===== src/rtl/dircc_rx_pkg.sv =====
// dircc_rx_pkg: shared state encoding and slot header layout for the rx message writer
package dircc_rx_pkg;
  typedef enum logic [2:0] {IDLE, WR_LO, WR_HI, RECV, DROP, HDR_LO, HDR_HI} state_t;
  localparam logic [14:0] HDR_LEN_OFS = 15'd0;
  localparam logic [14:0] HDR_FLAG_OFS = 15'd1;
  localparam logic [14:0] PAYLOAD_OFS = 15'd2;
  localparam int FLAG_VALID_BIT = 0;
  localparam int FLAG_TRUNC_BIT = 15;
  function automatic logic [15:0] hdr_flags(input logic trunc);
    logic [15:0] f = '0;
    f[FLAG_VALID_BIT] = 1'b1;
    f[FLAG_TRUNC_BIT] = trunc;
    return f;
  endfunction
endpackage


===== src/rtl/dircc_node_rx_msg_writer_if.sv =====
// dircc_node_rx_msg_writer_if: Avalon-ST sink plus 16-bit s2 write port of the rx message writer
interface dircc_node_rx_msg_writer_if;
  logic [31:0] in_data;
  logic in_valid;
  logic in_ready;
  logic in_sop;
  logic in_eop;
  logic [14:0] mem_address;
  logic mem_chipselect;
  logic mem_write;
  logic [15:0] mem_writedata;
  logic [1:0] mem_byteenable;
  logic mem_clken;
  modport slave (
    input in_data, in_valid, in_sop, in_eop,
    output in_ready, mem_address, mem_chipselect, mem_write, mem_writedata, mem_byteenable, mem_clken
  );
  modport master (
    output in_data, in_valid, in_sop, in_eop,
    input in_ready, mem_address, mem_chipselect, mem_write, mem_writedata, mem_byteenable, mem_clken
  );
endinterface


===== src/rtl/dircc_rx_slot_ring.sv =====
// dircc_rx_slot_ring: write-slot pointer, slot base address and occupancy of the slot ring
module dircc_rx_slot_ring #(
  parameter logic [14:0] BASE_ADDR = 15'h4000,
  parameter int NUM_SLOTS = 8,
  parameter int SLOT_HW = 64
) (
  input  logic        clk,
  input  logic        reset_n,
  input  logic        commit,
  input  logic        slot_release,
  output logic [14:0] slot_base,
  output logic [4:0]  slots_used,
  output logic        full,
  output logic        irq
);
  localparam int SW = $clog2(NUM_SLOTS);
  logic [SW-1:0] wr_slot;
  logic rel, wrap;
  assign rel = slot_release && slots_used != 5'd0;
  assign wrap = wr_slot == SW'(NUM_SLOTS - 1);
  assign full = slots_used == 5'(NUM_SLOTS);
  // base advances by addition so no multiplier sits on the address path
  always_ff @(posedge clk or negedge reset_n) begin
    if (!reset_n) begin
      wr_slot <= '0;
      slot_base <= BASE_ADDR;
      slots_used <= 5'd0;
      irq <= 1'b0;
    end else begin
      if (commit) begin
        wr_slot <= wrap ? '0 : wr_slot + 1'b1;
        slot_base <= wrap ? BASE_ADDR : slot_base + 15'(SLOT_HW);
      end
      slots_used <= (commit && !rel) ? slots_used + 5'd1 :
                    (rel && !commit) ? slots_used - 5'd1 : slots_used;
      irq <= slots_used != 5'd0;
    end
  end
endmodule


===== src/rtl/dircc_node_rx_msg_writer.sv =====
// dircc_node_rx_msg_writer: writes inbound Avalon-ST packets into a ring of fixed-size
// slots over the 16-bit s2 port; header (length, flags) is written last
module dircc_node_rx_msg_writer
  import dircc_rx_pkg::*;
#(
  parameter logic [14:0] BASE_ADDR = 15'h4000,
  parameter int NUM_SLOTS = 8,
  parameter int SLOT_HW = 64
) (
  input  logic                        clk,
  input  logic                        reset_n,
  dircc_node_rx_msg_writer_if.slave   bus,
  input  logic                        slot_release,
  output logic [4:0]                  slots_used,
  output logic                        irq,
  output logic [7:0]                  err_cnt
);
  state_t state, state_d;
  logic [31:0] data_q;
  logic [14:0] hw_idx, slot_base;
  logic eop_q, trunc, run, full, commit, acc, start, drop_end, err_inc;
  dircc_rx_slot_ring #(.BASE_ADDR(BASE_ADDR), .NUM_SLOTS(NUM_SLOTS), .SLOT_HW(SLOT_HW)) u_ring (
    .clk, .reset_n, .commit, .slot_release, .slot_base, .slots_used, .full, .irq
  );
  // run holds in_ready low while reset is asserted even though state sits in IDLE
  assign bus.in_ready = run && ((state == IDLE && !full) || state == RECV || state == DROP);
  assign acc = bus.in_valid && bus.in_ready;
  assign start = acc && state == IDLE && bus.in_sop;
  assign drop_end = acc && state == DROP && bus.in_eop;
  assign err_inc = (acc && state == IDLE && !bus.in_sop) || drop_end;
  assign commit = state == HDR_HI;
  assign bus.mem_chipselect = bus.mem_write;
  assign bus.mem_byteenable = 2'b11;
  assign bus.mem_clken = 1'b1;
  always_comb begin
    state_d = state;
    bus.mem_write = 1'b0;
    bus.mem_address = '0;
    bus.mem_writedata = '0;
    case (state)
      IDLE: state_d = start ? WR_LO : IDLE;
      WR_LO: begin
        bus.mem_write = 1'b1;
        bus.mem_address = slot_base + PAYLOAD_OFS + hw_idx;
        bus.mem_writedata = data_q[15:0];
        state_d = WR_HI;
      end
      WR_HI: begin
        bus.mem_write = 1'b1;
        bus.mem_address = slot_base + PAYLOAD_OFS + hw_idx;
        bus.mem_writedata = data_q[31:16];
        state_d = eop_q ? HDR_LO : (hw_idx + 15'd1 == 15'(SLOT_HW - 2)) ? DROP : RECV;
      end
      RECV: state_d = acc ? WR_LO : RECV;
      DROP: state_d = drop_end ? HDR_LO : DROP;
      HDR_LO: begin
        bus.mem_write = 1'b1;
        bus.mem_address = slot_base + HDR_LEN_OFS;
        bus.mem_writedata = {1'b0, hw_idx};
        state_d = HDR_HI;
      end
      HDR_HI: begin
        bus.mem_write = 1'b1;
        bus.mem_address = slot_base + HDR_FLAG_OFS;
        bus.mem_writedata = hdr_flags(trunc);
        state_d = IDLE;
      end
      default: state_d = IDLE;
    endcase
  end
  always_ff @(posedge clk or negedge reset_n) begin
    if (!reset_n) begin
      state <= IDLE;
      run <= 1'b0;
      data_q <= '0;
      eop_q <= 1'b0;
      trunc <= 1'b0;
      hw_idx <= '0;
      err_cnt <= '0;
    end else begin
      run <= 1'b1;
      state <= state_d;
      if (start || (acc && state == RECV)) begin
        data_q <= bus.in_data;
        eop_q <= bus.in_eop;
      end
      if (start) hw_idx <= '0;
      else if (state == WR_LO || state == WR_HI) hw_idx <= hw_idx + 15'd1;
      if (start) trunc <= 1'b0;
      else if (drop_end) trunc <= 1'b1;
      if (err_inc && err_cnt != 8'hFF) err_cnt <= err_cnt + 8'd1;
    end
  end
endmodule

===== src/flat_wrapper.sv =====
// flat-port wrapper written by rule: the top's interface ports become plain ports
module dircc_node_rx_msg_writer_flat import dircc_rx_pkg::*;
#(
  parameter logic [14:0] BASE_ADDR = 15'h4000,
  parameter int NUM_SLOTS = 8,
  parameter int SLOT_HW = 64
)
  (clk, reset_n, slot_release, slots_used, irq, err_cnt, bus_in_data, bus_in_valid, bus_in_sop, bus_in_eop, bus_in_ready, bus_mem_address, bus_mem_chipselect, bus_mem_write, bus_mem_writedata, bus_mem_byteenable, bus_mem_clken);
  dircc_node_rx_msg_writer_if bus_i ();
  input  logic clk;
  input  logic reset_n;
  input  logic slot_release;
  output logic [4:0] slots_used;
  output logic irq;
  output logic [7:0] err_cnt;
  input wire logic [$bits(bus_i.in_data)-1:0] bus_in_data;
  input wire logic [$bits(bus_i.in_valid)-1:0] bus_in_valid;
  input wire logic [$bits(bus_i.in_sop)-1:0] bus_in_sop;
  input wire logic [$bits(bus_i.in_eop)-1:0] bus_in_eop;
  output wire logic [$bits(bus_i.in_ready)-1:0] bus_in_ready;
  output wire logic [$bits(bus_i.mem_address)-1:0] bus_mem_address;
  output wire logic [$bits(bus_i.mem_chipselect)-1:0] bus_mem_chipselect;
  output wire logic [$bits(bus_i.mem_write)-1:0] bus_mem_write;
  output wire logic [$bits(bus_i.mem_writedata)-1:0] bus_mem_writedata;
  output wire logic [$bits(bus_i.mem_byteenable)-1:0] bus_mem_byteenable;
  output wire logic [$bits(bus_i.mem_clken)-1:0] bus_mem_clken;
  assign bus_i.in_data = bus_in_data;
  assign bus_i.in_valid = bus_in_valid;
  assign bus_i.in_sop = bus_in_sop;
  assign bus_i.in_eop = bus_in_eop;
  assign bus_in_ready = bus_i.in_ready;
  assign bus_mem_address = bus_i.mem_address;
  assign bus_mem_chipselect = bus_i.mem_chipselect;
  assign bus_mem_write = bus_i.mem_write;
  assign bus_mem_writedata = bus_i.mem_writedata;
  assign bus_mem_byteenable = bus_i.mem_byteenable;
  assign bus_mem_clken = bus_i.mem_clken;
  dircc_node_rx_msg_writer #(.BASE_ADDR(BASE_ADDR), .NUM_SLOTS(NUM_SLOTS), .SLOT_HW(SLOT_HW)) u_core (.clk(clk), .reset_n(reset_n), .bus(bus_i), .slot_release(slot_release), .slots_used(slots_used), .irq(irq), .err_cnt(err_cnt));
endmodule

===== config.mk =====
export PLATFORM = sky130hd
export DESIGN_NAME = dircc_node_rx_msg_writer_flat
export DESIGN_NICKNAME = d
export VERILOG_FILES = /design/src/rtl/dircc_rx_pkg.sv /design/src/rtl/dircc_node_rx_msg_writer_if.sv /design/src/rtl/dircc_rx_slot_ring.sv /design/src/rtl/dircc_node_rx_msg_writer.sv /design/src/flat_wrapper.sv
export SDC_FILE = /design/constraint.sdc
export NUM_CORES = 1
export LEC_CHECK = 0
export ABC_AREA = 0
export CAP_MARGIN = 20
export CELL_PAD_IN_SITES_DETAIL_PLACEMENT = 2
export CELL_PAD_IN_SITES_GLOBAL_PLACEMENT = 2
export CORE_MARGIN = 4
export CORE_UTILIZATION = 36
export DETAILED_ROUTE_END_ITERATION = 10
export GPL_TIMING_DRIVEN = 1
export MAX_ROUTING_LAYER = met4
export PLACE_DENSITY_LB_ADDON = 0.05
export RECOVER_POWER = 100
export SETUP_SLACK_MARGIN = 0.5
export SLEW_MARGIN = 15
export SYNTH_ARGS = -nofsm -noshare
export SYNTH_HDL_FRONTEND = slang
export SYNTH_SLANG_ARGS = --single-unit

===== constraint.sdc =====
create_clock -name clk -period 5.8 [get_ports clk]
set_clock_uncertainty 0.2 [all_clocks]
set_input_delay 1.16 -clock clk [delete_from_list [all_inputs] [get_ports clk]]
set_output_delay 1.16 -clock clk [all_outputs]
set_load 0.03 [all_outputs]

==> results.yml <==
status:
  status: "complete, but fails checks"
  violations: "max-capacitance violations, max-slew violations"
die:
  core_um2: 13350
  design.die.area_um2: 15720
  die_w_um: 125.4
  rows: 42
  start_util: 0.3716
  die_y_um: 125.4
  io_pins: 89
sta:
  slew_violations: 144
  hold_viol_final: 0
  hold_ws_ns: 0.2850
  slew_headroom: -1.412
  fin_crit_sh: 0.8748
  min_period_ns: 5.074
  grt_setup_unrepaired: "no"
  timing.fmax_mhz: 197.1
  worst_pin_slew_ns: 3.617
  tns_ns: 0
  report.final.setup_viol: 0
route:
  vias: 4133
  drcViolationCount: 0
  drt_wl_total_um: 14800
  antenna_left: 0
  wl_per_cell_um: 19.24
  drtPass1Iterations: 6
  viasPerCell: 5.375
  first_iter_violations: 123
worst_setup_path:
  endpoint: "bus_mem_writedata[10]"
  worstReg2RegStart: "u_core.state[2]"
  r2r_slack_ns: 1.28
  worstSetupEndpointType: "primary output"
  crit-reg2reg-capture: "u_core.u_ring.slots_used[4]"
  critPathRequiredTime_ns: 4.44
  cp-start-kind: "flip-flop"
  startpoint: "u_core.state[2]"
  r2r.worst_path.cells: 12
  critical_path.max_fanout: 29
  crit_type: "flip-flop to primary output"
  cp.arrival_ns: 3.71
layout:
  nets: 656
  stdcell_area_um2: 6193
  drive_above_1_share: 0.04384
  syn_to_final_growth_pct: 24.87
  antenna_cells: 0
flow_run:
  cap_violations: 3
grt:
  grt_pass1_vias: 4700
  grt_pass1_wl_um: 24630
  grt_usage: 0.1976
  grt_max_degree: 80
  overflow: 0
  grt_antenna_before_repair: 0
power_and_ir_drop:
  vdd_drop_max_v: 0.0002312
  p_leak_uw: 0.002755
  power_density_nw_per_um2: 500.1
place:
  placed_area_um2: 5899
  dp_hpwl_um: 10870
  portBuffers: 85
  gp_congestion: 0.8454
clock_tree:
  cts.clk_slew.worst_paths_ns: 0.06
  clock_sinks: 79
  root_buffer: "clkbuf_16"
  cts_tree: "built"
  h-tree-depth: 3
  cts_resized: 0
  cts_setup_buffers: 0
  insertion_delay_ns: 0.34
  numCtsBuffers: 9
  clockBufferDepth: 2
  holdBufCountCts: 0
logic_synthesis:
  syn_area_per_cell_um2: 9.649
  postSynthCellCount: 514
  yosysTopAreaCell: "dfrtp_1"
  ys_seq_area_frac: 0.3988
  synth_ff_type: "dfrtp_1"
  synth.cell_area_um2: 4960
  yosysTopAreaCellShare: 0.3935
  ys_ff_latch: 79
  synth.area.top_cells: "dfrtp_1 39%, ha_1 7.1%, mux2_1 6.8%, xnor2_1 4.8%, nand2_1 4.6%"
  async_flop_share: 1.000
  ys_types: 57
  synth-edff-count: 0
  yosysWarnings: 0
min_path:
  hold_class: "flip-flop to flip-flop"
-- cells in the mapped netlist (all sizes together), types with 3 or more instances --
cell type / n
a21oi: 12
nand3b: 4
dfrtp: 78
a21o: 6
buf: 21
nor4: 9
clkbuf: 10
nand2b: 5
and3: 14
xnor2: 27
nand4: 12
or2: 3
nor2: 41
nand2: 61
nand3: 12
mux2: 34
o21ai: 41
a31oi: 5
a211oi: 5
xor2: 13
inv: 12
mux2i: 20
nor3: 5
ha: 28
-- worst max-delay path: stages (launching register included) --
cell             delay [ns]
dfrtp_1                0.66
clkbuf_1               1.38
mux2i_1                0.30
o21ai_0                0.29
clkdlybuf4s50_1        0.72
-- state kept, by name, summed over array words and instances, names as in the netlist, 3 cells and up --
register and cells:
u_core.u_ring.slot_base 9, u_core.hw_idx 15, u_core.state 3, u_core.data_q 32, u_core.err_cnt 8, u_core.u_ring.slots_used 5, u_core.u_ring.wr_slot 3
-- layout by cell type (no fill, tap or decap), drive strengths merged, types with 6 or more instances in the layout --
| cell | count |
|---|---|
| dfrtp | 78 |
| nand3 | 12 |
| clkdlybuf4s50 | 42 |
| a21oi | 12 |
| dlygate4sd3 | 42 |
| nand4 | 12 |
| inv | 12 |
| xor2 | 13 |
| mux2i | 20 |
| clkbuf | 13 |
| xnor2 | 27 |
| nor4 | 9 |
| a21o | 6 |
| nor2 | 41 |
| ha | 28 |
| mux2 | 34 |
| and3 | 14 |
| nand2 | 61 |
| o21ai | 41 |
-- metal layers --
layer | track usage | part of all wire | vias up
met2 | 0.3274 | 0.48 | 80
met5 | - | 0 | -
met3 | 0.04392 | 0.039 | 9
met4 | 0.04209 | 0.0083 | 0
met1 | 0.2493 | 0.47 | 2095
li1 | - | - | 1949
-- power breakdown --
group          switching [µW]  total, µW  internal (µW)
combinational             897       1500            604
clock                     230        605            375
sequential                234        990            755
total                    1360       3100           1740
-- kinds of logic after synthesis --
group | Yosys count | synth area share
xor+xnor | 40 | 0.07064
buf+inv | 43 | 0.04491
flops | 79 | 0.3988
fa+ha+maj | 30 | 0.07871
mux | 54 | 0.1176
compound gates | 90 | 0.1153
simple gates | 176 | 0.1726
other cells | 2 | 0.001514
-- worst min path at each step --
stage          slack (ns)                        to                startpoint  cells after the start
2_1_floorplan        0.25  u_core.u_ring.wr_slot[2]  u_core.u_ring.wr_slot[2]                      2
3_3_place_gp         0.27  u_core.u_ring.wr_slot[2]  u_core.u_ring.wr_slot[2]                      2
3_5_place_dp         0.27  u_core.u_ring.wr_slot[2]  u_core.u_ring.wr_slot[2]                      2
4_1_cts              0.29  u_core.u_ring.wr_slot[2]  u_core.u_ring.wr_slot[2]                      2
5_1_grt              0.31         u_core.data_q[11]         u_core.data_q[11]                      1
6_report             0.29  u_core.u_ring.wr_slot[2]  u_core.u_ring.wr_slot[2]                      2
-- area by class of cell --
cell class	count	area (µm²)
tap	176	220.2
sequential	79	1978
multi-input combinational	395	2753
fill	1437	7154
timing repair buffer	91	883.3
inverter	12	45.04
clock buffer	10	229.0
clock inverter	6	85.08
-- per-stage QoR --
stage / worst slack, ns / util / power [µW] / instances
after global routing: 0.4447 / 0.4640 / 3328 / 769
after detailed placement: 1.469 / 0.4420 / 2552 / 752
after CTS: 1.073 / 0.4655 / 3183 / 768
after floorplan: 1.982 / - / 1956 / 517
after global placement: 1.604 / 0.4420 / 2484 / 752
final: 0.7261 / 0.4640 / 3097 / 769
(Power assumes the default switching activity.)
